$ cat config.mk
export PLATFORM = sky130hd
export DESIGN_NAME = gate_sweeper
export DESIGN_NICKNAME = d
export VERILOG_FILES = /design/src/rtl/gate_sweeper.sv
export SDC_FILE = /design/constraint.sdc
export NUM_CORES = 1
export LEC_CHECK = 0
export ABC_CLOCK_PERIOD_IN_PS = 2670
export CAP_MARGIN = 15
export CORE_UTILIZATION = 50
export DETAILED_ROUTE_END_ITERATION = 8
export GPL_ROUTABILITY_DRIVEN = 1
export PLACE_DENSITY = 0.74
export SLEW_MARGIN = 15
export SYNTH_ARGS = -nofsm -noshare
export SYNTH_HDL_FRONTEND = slang
export SYNTH_SLANG_ARGS = --single-unit
$ cat constraint.sdc
create_clock -name clk -period 2.67 [get_ports clk]
set_clock_uncertainty 0.15 [all_clocks]
set_input_delay 0.534 -clock clk [delete_from_list [all_inputs] [get_ports clk]]
set_output_delay 0.534 -clock clk [all_outputs]
set_load 0.05 [all_outputs]
$ cat src/rtl/gate_sweeper.sv
// Sweeps a 3-input gate through rows 000..111, samples its output after a settle
// interval, and compares the assembled truth-table word against an expected code.
module gate_sweeper #(
  parameter int unsigned SETTLE_CYCLES = 4,
  parameter int unsigned CNT_W         = 8
) (
  input  logic       clk,
  input  logic       rst_n,
  input  logic       start,
  input  logic       abort,
  input  logic [7:0] expected,
  input  logic       gate_out,
  output logic       in1,
  output logic       in2,
  output logic       in3,
  output logic       busy,
  output logic       done,
  output logic [7:0] table_code,
  output logic       match,
  output logic [2:0] first_err_row
);

  localparam logic [CNT_W-1:0] CNT_LAST = CNT_W'(SETTLE_CYCLES - 1);

  typedef enum logic [1:0] {
    IDLE = 2'd0,
    RUN  = 2'd1,
    DONE = 2'd2
  } state_t;

  state_t           state, state_d;
  logic [2:0]       row, row_d;
  logic [CNT_W-1:0] cnt, cnt_d;
  logic [7:0]       shadow, shadow_d;
  logic [7:0]       exp_q, exp_d;
  logic [7:0]       code_d;
  logic             match_d;
  logic [2:0]       err_d;
  logic [2:0]       gin_d;
  logic             busy_d;
  logic             done_d;
  logic [7:0]       shadow_smp;
  logic [7:0]       diff;
  logic [2:0]       err_row;

  // Shadow word with the current row's sample merged in; row 0 lands in the MSB.
  always_comb begin
    shadow_smp = shadow;
    shadow_smp[3'(3'd7 - row)] = gate_out;
  end

  // Lowest mismatching row index; scanning downward lets the lowest row win.
  always_comb begin
    diff    = shadow_smp ^ exp_q;
    err_row = 3'd0;
    for (int r = 7; r >= 0; r--) begin
      if (diff[7-r]) err_row = 3'(r);
    end
  end

  always_comb begin
    state_d  = state;
    row_d    = row;
    cnt_d    = cnt;
    shadow_d = shadow;
    exp_d    = exp_q;
    code_d   = table_code;
    match_d  = match;
    err_d    = first_err_row;

    case (state)
      IDLE: begin
        if (start && !abort) begin
          state_d = RUN;
          row_d   = 3'd0;
          cnt_d   = '0;
          exp_d   = expected;
        end
      end
      RUN: begin
        if (abort) begin
          state_d = IDLE;
          row_d   = 3'd0;
          cnt_d   = '0;
        end else if (cnt == CNT_LAST) begin
          shadow_d = shadow_smp;
          cnt_d    = '0;
          if (row == 3'd7) begin
            state_d = DONE;
            row_d   = 3'd0;
            code_d  = shadow_smp;
            match_d = (shadow_smp == exp_q);
            err_d   = err_row;
          end else begin
            row_d = row + 3'd1;
          end
        end else begin
          cnt_d = cnt + CNT_W'(1);
        end
      end
      DONE: begin
        state_d = IDLE;
      end
      default: begin
        state_d = IDLE;
      end
    endcase

    busy_d = (state_d == RUN);
    done_d = (state_d == DONE);
    gin_d  = (state_d == RUN) ? row_d : 3'd0;
  end

  always_ff @(posedge clk or negedge rst_n) begin
    if (!rst_n) begin
      state         <= IDLE;
      row           <= 3'd0;
      cnt           <= '0;
      shadow        <= 8'd0;
      exp_q         <= 8'd0;
      table_code    <= 8'd0;
      match         <= 1'b0;
      first_err_row <= 3'd0;
      busy          <= 1'b0;
      done          <= 1'b0;
      {in1, in2, in3} <= 3'd0;
    end else begin
      state         <= state_d;
      row           <= row_d;
      cnt           <= cnt_d;
      shadow        <= shadow_d;
      exp_q         <= exp_d;
      table_code    <= code_d;
      match         <= match_d;
      first_err_row <= err_d;
      busy          <= busy_d;
      done          <= done_d;
      {in1, in2, in3} <= gin_d;
    end
  end

endmodule

* Yosys cells after proc, flatten, opt, wreduce, memory -nomap -nowiden
Cells that the tools add are included.
** Cells by class
- Add/subtract/negate cells :: 3
- $lt $le $gt $ge :: 2
- Equality and inequality tests :: 7
- Mux-type cells :: 26
- Bitwise logic cells :: 2
- Reductions and logical operators :: 9
** Operator list (number)
- two-way mux 3 bit :: 13
- two-way mux 8 bit :: 3
- case mux 8 bit (2 select lines) :: 1
- adder 8 x 1 -> 8 bit (second input constant) :: 1
- bitwise mux 8 bit :: 1
- == test 8 x 2 -> 1 bit (second input constant) :: 1
- == test 8 bit :: 1
- two-way mux 2 bit :: 4
- XOR 8 bit :: 1
- case mux 3 bit (2 select lines) :: 1
- == test 2 x 1 -> 1 bit (second input constant) :: 2
- < comparator 3 x 4 -> 1 bit (second input constant) :: 1
- case mux 2 bit (2 select lines) :: 1
- AND reduction 2 bit :: 2
- AND reduction 4 bit :: 1
- adder 3 x 1 -> 3 bit (second input constant) :: 1
- demux 1 bit (select 3 bit) :: 1
- == test 3 bit (second input constant) :: 1
- >= comparator 3 x 1 -> 1 bit (second input constant) :: 1
- AND reduction 3 bit :: 1
- subtractor 3 bit (first input constant) :: 1
- == test 2 bit (second input constant) :: 1
- logical AND 1 bit :: 2
- logical NOT 2 bit :: 1
- other kinds (5) :: 5
** Storage, ports and cells
- Flip-flop bits (word level) :: 46
- Output and inout bits :: 17

* Longest topological paths before layout
Gate-level depths: netlist of the first run.
- Word-level depth :: 15
- Depth in mapped cells :: 7
- Depth with buffers taken out :: 6

* Least setup slack after synthesis of the first run
Ideal clock, no wire load.
- Path kind :: input to register
- From :: input abort
- To :: register shadow[0]
- Setup time :: 0.125 ns
- Arrival time :: 1.701 ns
- Data required time :: 2.395 ns
- Slack :: 0.694 ns
- Stages on the path :: 4
- Path buffers :: 1
- Path through :: or3_4 > or3_4 > buf_6 > mux2_4
** On the way
- Cells in the longest elaborated chain, start to end :: 2
** RTL lines
- from (decl) :: RTL line 10 : input logic abort,
- NOT 1 bit (no line)
- AND reduction 3 bit (no line)
- to (signal assigned) :: RTL line 131 : shadow <= shadow_d;
- to (decl) :: RTL line 34 : logic [7:0] shadow, shadow_d;
No other way between the ends.
A chain may end at the register's enable or synchronous reset.

* Final worst setup path of the first run
- From :: input gate_out
- To :: register first_err_row[1]
** On the way
- Cells in the longest elaborated chain, start to end :: 10
** RTL lines
- from (decl) :: RTL line 12 : input logic gate_out,
- bitwise mux 8 bit * :: RTL line 49 : shadow_smp[3'(3'd7 - row)] = gate_out;
- XOR 8 bit * :: RTL line 54 : diff = shadow_smp ^ exp_q;
- two-way mux 3 bit (7 in series) :: RTL line 57 : if (diff[7-r]) err_row = 3'(r);
- two-way mux 3 bit * :: RTL line 57
- to (signal assigned) :: RTL line 135 : first_err_row <= err_d;
- to (decl) :: RTL line 20 : output logic [2:0] first_err_row
Every way passes the cells marked *; elsewhere a longest branch is shown, timed or not.

==> results.txt, run 1 <==
- TritonCTS built the clock tree.
- Routability cong.: 0.852
* Non-filler cells in the finished layout: 281
- The first routing iteration left between 100 and 150 violations.
- Along the worst path, the maximum fanout reaches 13.
- Cells with a size suffix above 1 make up roughly 14% of the layout.
* Initial cell density of the core: 53.3%
* Number of H-tree levels: 2
- In the routed layout, each cell is associated on average with a via count of 5.54.
- Reg2reg start: row[2]$_DFF_PN0_
- Flip-flop and latch area: approximately 1200 µm²
* Distinct cells, synth: 40
* Root buffer cell: clkbuf_8
- Post-synthesis async set-or-reset flop share: 100%
- For the worst flop-to-flop path, the logic depth is 6.
- The longest clock path from root to sink contains 2 buffers.
- After filler insertion, the fill cell instance count of the layout stands at 319.
* Clock buffer count from CTS: 5
* Worst min path class: input pin to async pin
- After synthesis the netlist holds a flip-flop and latch count of between 40 and 50.
* Final design utilization: 64.2%
* Critical Path Slowest Stage Cell: clkdlybuf4s50_1
- Post-Synthesis Net Count: 212
* Maximum vdd drop: roughly 0.32 mV
* Average footprint of a synthesized cell: 11.2 µm²
- After synthesis the cells add up to 2190 µm².
- Buffers inserted to repair hold after CTS numbered 0.
* Total gr overflow: 0
- After floorplanning, the core was sized to cover 4120 µm².
* Fraction of synthesized cell area taken by the top area cell type: 52.5%
* Max_slew headroom: 66.1%
- Final WL: 4250 µm
* Period utilization: 84.1%
- EDFF count, synth: 0
- Global routing used 20.8% of the available tracks across all layers.
- Setup violations remaining at the end of the flow were counted as 0.
* Worst R2R Setup Slack: 460 ps
* Max stage delay on crit path: approximately 620 ps
- Worst Setup Start Kind: input pin
- Sequential element share of the synthesized area: 52.5%
* # DRC: 0
- Grouping stages by cell kind, the critical path spends the most delay in buffers and inverters.
* Slew @ Worst Pin: 507 ps
- Fmax: roughly 450 MHz
* Number of max-slew violations in the final report: 0
- At the worst endpoint, the arrival time is 2280 ps.
* Clock insertion delay at the later pin of the skew report: 290 ps
* # rows: 23
* Post-DRT Antenna Nets: 0
- Area added between synthesis and finish: 20.3%
- Setup repair after global routing left no endpoint under its margin.
- After legalization and detailed placement, the total HPWL measured 3260 µm.
- Vias after detailed routing: 1,557
- The floorplan step defined a die boundary enclosing around 4700 µm².
- Y dimension of the die: 68.3 µm
- In this run the horizontal extent of the chip is between 60 and 70 µm.
* Number of antenna violations at the first check in global routing: 0
- Setup CP Type: input pin to register
- The clock net in this run drives a total of 46 sinks.
- For this design the ratio of total power to cell area is 553 nW/µm².
- Resize count post-CTS: 0
* Number of buffers added on ports: 29
- Vias in the first global route: between 1,000 and 1,500
- For this run, the detailed router's first-pass iteration total came to 4.
- 30 I/O pins were placed.
- After clock tree synthesis, the clock-pin slew on the worst setup and hold paths is 70 ps.
* Cell type with the largest total area after synthesis: dfrtp_1
- Number of instances in the synthesized netlist: 196
* Multi-input gate area: around 1000 µm²
* Setup Buffers After CTS: 0
* Maximum number of pins on one net before global-route repair: 28
* Critical R2R Capture: first_err_row[2]$_DFFE_PN0P_
- By area the synthesized netlist is led by dfrtp_1 52%, mux2i_1 4.1%, mux2_2 4.1%.
- Overall power consumption: 1.46 mW
* Req. time, crit path: about 2700 ps
- Number of warnings issued by yosys: 0
- Tmin final: 2250 ps
- In the synthesized netlist the dominant register cell turns out to be dfrtp_1.
- The number of buffers and inverters on the critical path is 1.
* # diodes: 0
- In this run the static leakage power is 1.19 nW.
- Sequence of cells on the critical path: clkdlybuf4s50_1 -> mux2i_1 -> xnor2_1 -> nor2_1 -> o21ai_0 -> a22o_1
* Setup TNS: 0 ps
- Status: finished clean
- Final net count: 248
- Number of cells in the design after placement: 275
* Kind of end point of the critical path: register
* Routed length per instance: ~15 µm
- The first global-routing pass estimated 6960 µm of wire.
* Number of max-cap violations: 0
* Hold Vio Cnt, Final: 0
-- registers in the layout, indices dropped and copies added, names as in the netlist --
name           count
in1                1
done               1
table_code         8
row                3
in2                1
shadow             8
exp_q              8
state              2
cnt                8
in3                1
first_err_row      3
busy               1
match              1
-- how the worst max path moves through the flow --
stage	from	to	slack [ps]	cells after the start
final	gate_out	first_err_row[1]$_DFFE_PN0P_	420	6
after detailed placement	gate_out	first_err_row[2]$_DFFE_PN0P_	170	5
after floorplan	abort	shadow[0]$_DFFE_PN0P_	690	4
after global routing	gate_out	first_err_row[1]$_DFFE_PN0P_	340	6
after global placement	abort	first_err_row[1]$_DFFE_PN0P_	210	5
after CTS	gate_out	first_err_row[2]$_DFFE_PN0P_	480	5
-- per-layer routing --
metal / track usage [%] / wire (µm)
met5: 0 / 0
met4: 10.7 / 89
met3: 4.50 / 183
met2: 30.6 / 1910
met1: 28.4 / 2070
-- metrics by stage --
step           area, µm²  setup slack [ps]  hold WS, ps
6_report            2640               425         25.9
5_1_grt             2640               338         47.1
4_1_cts             2640               476         36.1
3_5_place_dp        2560               165          325
3_3_place_gp        2560               207          320
2_1_floorplan       2190               694         88.4
-- synth_stat cells, types with 2 or more instances --
library cell / number
mux2_1: 5
mux2_2: 8
nand4_1: 4
nand2_1: 19
nand2b_1: 3
ha_1: 3
or3_1: 4
and3_1: 4
nor3_2: 2
nor2b_1: 2
nor3b_1: 3
nor3_1: 6
o31ai_1: 2
dfrtp_1: 46
mux2_4: 2
nand3_1: 3
and2_1: 3
o21ai_0: 5
or3_4: 2
xor2_1: 6
clkbuf_1: 3
nor2_1: 12
a22o_1: 3
buf_2: 3
mux2i_1: 9
a21oi_1: 5
o21ai_1: 8
xnor2_1: 6
nand3b_1: 4
-- report_power, final --
group          switching [mW]  internal [mW]
Clock                   0.207          0.200
Combinational           0.145          0.121
Sequential             0.0390          0.749
Total                   0.391           1.07
-- cells by family after synthesis --
logic type / share of synthesized area [%]
AOI/OAI and AO/OA: 7.18
xor gates and xnor gates: 4.79
adders and majority gates: 1.71
buffers and inverters: 2.05
DFF: 52.5
muxes: 12.1
and+or+nand+nor: 19.7
-- placed cells by master, fill, tap and decap left out, types with 7 or more instances in the layout --
master	instances
buf_4	7
nand2_1	19
o21ai_1	8
dfrtp_1	46
clkdlybuf4s50_1	28
mux2_2	8
mux2i_1	9
nor2_1	12
-- cell type report --
class	instances	area share, %
Inverter	2	0.284
Timing Repair Buffer	36	12.8
Sequential cell	46	43.6
Tap cell	50	2.37
Clock buffer	6	3.13
Multi-Input combinational cell	141	37.8
Note: power is estimated with default switching activity, not from simulation.
==> inputs of run 2 (changes only) <==
--- a/config.mk
+++ b/config.mk
@@ -5,12 +5,12 @@
 export SDC_FILE = /design/constraint.sdc
 export NUM_CORES = 1
 export LEC_CHECK = 0
-export ABC_CLOCK_PERIOD_IN_PS = 2670
+export ABC_CLOCK_PERIOD_IN_PS = 1980
 export CAP_MARGIN = 15
-export CORE_UTILIZATION = 50
+export CORE_UTILIZATION = 49
 export DETAILED_ROUTE_END_ITERATION = 8
 export GPL_ROUTABILITY_DRIVEN = 1
-export PLACE_DENSITY = 0.74
+export PLACE_DENSITY = 0.75
 export SLEW_MARGIN = 15
 export SYNTH_ARGS = -nofsm -noshare
 export SYNTH_HDL_FRONTEND = slang
==> constraint.sdc (replaced) <==
create_clock -name clk -period 1.98 [get_ports clk]
set_clock_uncertainty 0.15 [all_clocks]
set_input_delay 0.396 -clock clk [delete_from_list [all_inputs] [get_ports clk]]
set_output_delay 0.396 -clock clk [all_outputs]
set_load 0.05 [all_outputs]
==> run 2 against run 1 <==
Compared with the run above:
- the run now ends with setup timing left
- sequential cell count did not move
- wire length rose by 12%
- critical path type is now register to register
- cell count rose by 14%
- sequential share of layout area fell by 5.3 points
- first-iteration DRC count fell by 41%
- highest routed layer unchanged
- via count rose by 8.7%
- utilization rose by 8.6 points
- critical endpoint is now shadow[0]$_DFFE_PN0P_
- largest cell class unchanged
==> results.txt, run 2 (synthesis results as in run 1) <==
- Root buffer cell: clkbuf_8
- Ports: 30 (unchanged)
- The remaining number of nets flagged by the antenna check after routing was 0 (unchanged).
- Ratio of routed vias to standard cells: 5.29 (-4.5%)
- Number of buffers added on ports: 29 (unchanged)
- # diodes: 0 (unchanged)
* Sw power: 0.589 mW (+51%)
- Kind of end point of the critical path: register
- CTS tree: yes
* Final WL: 4750 µm (+12%)
* Number of max-slew violations in the final report: 0 (unchanged)
* Critical Path Start: cnt[6]$_DFFE_PN0P_
- The aggregate global routing overflow is 0 (unchanged).
- Clock insertion delay at the later pin of the skew report: 300 ps (about the same)
- Slew @ Worst Pin: 598 ps (+90.6 ps)
* Number of antenna violations at the first check in global routing: 0 (unchanged)
- Number of H-tree levels: 2 (unchanged)
* Number of max-cap violations: 0 (unchanged)
- The number of buffers on the longest clock path was 2 (unchanged).
- The number of nets in the layout was 285 (+15%).
* Period utilization: 101%
- From synthesis to final layout, the design area changed by 37.5%.
- Max FO, Critical Path: 5 (-8)
- STA classifies the critical path startpoint as a register.
- The path class of the tightest hold or removal check is register to register.
- The number of placed cells counting well taps came to 301 (+9.5%).
- Y dimension of the die: 68.9 µm (+0.99%)
- Drt initial violations: 65 (-41%)
* Max_slew headroom: 60.1% (-5.9 points)
* Leakage dissipation: 1.41 nW (+18%)
- Fmax: ~500 MHz
* Setup Viol. Count Final: 3 (+3)
* Most frequent standard cell in the layout excluding fill and tap cells: buf_4
* Clock buffer count from CTS: 5 (unchanged)
* Worst slack after detailed placement: -289 ps (-454 ps)
- Status: complete, but fails checks
- The worst setup margin came to -15.1 ps (-440 ps).
- Combinational share of power: 22.7% (+4.5 points)
* Overall die area: 4750 µm² (+2.0%)
* Initial cell density of the core: 53.0% (-0.37 points)
- Clock transition at the registers of the reported paths: 80 ps (about the same)
- The via count of the first global-routing pass was 1,663 (+12%).
* Setup TNS: -39.2 ps (-39.2 ps)
- Worst hold-check slack: 342 ps (+316 ps)
- Startpoint of the most critical hold path: table_code[1]$_DFFE_PN0P_
- The average routed wire per standard cell was 14.8 µm (-2.0%).
- The hold violation total from the final report is 0 (unchanged).
* Vias after detailed routing: 1,693 (+8.7%)
- The design internal power came to 1.54 mW (+44%).
* Fraction of final layout cells sized beyond drive strength 1: 43.0% (+29 points)
- Switching power as a share of total power: 27.7% (+0.94 points)
* Reg2reg start: cnt[6]$_DFFE_PN0P_
* Power density over the cells: 704 nW/µm² (+27%)
- The clock network fraction of design power came to 27.3% (-0.5 points).
- The total clock sinks was 46 (unchanged).
- # rows: 23 (unchanged)
* X dimension of the die: 68.9 µm (+0.99%)
* # DRC: 0 (unchanged)
* Final design utilization: 72.8% (+8.6 points)
- Estimated wirelength of the detail-placed design: 3380 µm (+3.7%)
- Setup repair after global routing could not meet its margin everywhere.
* Tmin final: 2000 ps
- The library cells used most frequently in the layout, excluding fill and tap cells, are 56 x buf_4, 42 x dfrtp_1, 14 x nand2_1.
- The required time of the critical path came to 2020 ps (-680 ps).
* Maximum number of pins on one net before global-route repair: 27 (-3.6%)
- The weighted congestion at the end of routability-driven global placement came to 0.760 (-11%).
- Setup CP Type: register to register
- Violations in the final reports: setup timing
- The area of the core region is 4140 µm² (+0.70%).
- Worst Path Arrival: 2030 ps (-250 ps)
- Iteration count of the initial detailed-routing pass: 4 (unchanged)
* Global-route usage over all layers: 22.5% (+1.7 points)
* Sequential group share of total power: 50.0% (-3.9 points)
- The post-route non-filler standard cell count is 320 (+14%).
- The peak supply drop came to 0.436 mV (+37%).
- The wire length of the first global-routing pass is 7650 µm (+9.9%).
## run 2: timing repair
item | CTS | global route
buffers inserted | 6 | 3
pin swaps | 1 | 12
endpoints found under the hold margin | 24 | 0
hold buffers | 1 | 0
endpoints found under the setup margin | 7 | 18
cloned | 0 | 1
gates resized for setup | 9 | 27
## run 2: final timing paths
path                       cells after the start  slack, ps                        end
max in group asynchronous                      3        590           row[0]$_DFF_PN0_
min reg2reg                                    2        340  table_code[1]$_DFFE_PN0P_
max                                            4        -20      shadow[0]$_DFFE_PN0P_
min in group asynchronous                      2        480       exp_q[5]$_DFFE_PN0P_
max reg2reg                                    4        -20      shadow[0]$_DFFE_PN0P_
min                                            2        340  table_code[1]$_DFFE_PN0P_
## run 2: through the flow
stage / power, mW / cell area [µm²]
floorplan: 1.30 / 2190
global placement: 1.47 / 2710
detailed placement: 1.48 / 2710
CTS: 2.10 / 2880
global route: 2.22 / 3020
finish: 2.12 / 3020
## run 2: per-layer routing
| metal | up-vias | share of wire, % | routed length, µm | GRT usage [%] |
|---|---|---|---|---|
| met2 | 19 | 48 | 2280 | 35.8 |
| met5 | - | 0 | 0 | 0 |
| met1 | 825 | 47 | 2230 | 29.3 |
| li1 | 838 | - | - | - |
| met4 | 0 | 2.5 | 121 | 9.44 |
| met3 | 11 | 2.6 | 122 | 5.10 |
## run 2: worst max-delay path: stages (launching register included)
cell	delay, ps
dfrtp_2	450
nor4_4	330
nand3_2	180
or3_4	470
mux2_4	310
## run 2: area by class of cell
type,instances,area (µm²)
clock buffers,7,86.3
clock inverters,1,5.00
fillers,305,1130
inverters,2,7.51
multi-input cells,142,1120
flip-flops and latches,46,1160
well taps,50,62.6
repair buffers,72,579
## run 2: power groups by stage
stage / logic, mW / clock network [mW] / registers (mW)
floorplan: 0.195 / 0 / 1.10
global placement: 0.391 / 0 / 1.08
detailed placement: 0.400 / 0 / 1.08
CTS: 0.449 / 0.593 / 1.06
global route: 0.519 / 0.635 / 1.07
finish: 0.483 / 0.580 / 1.06
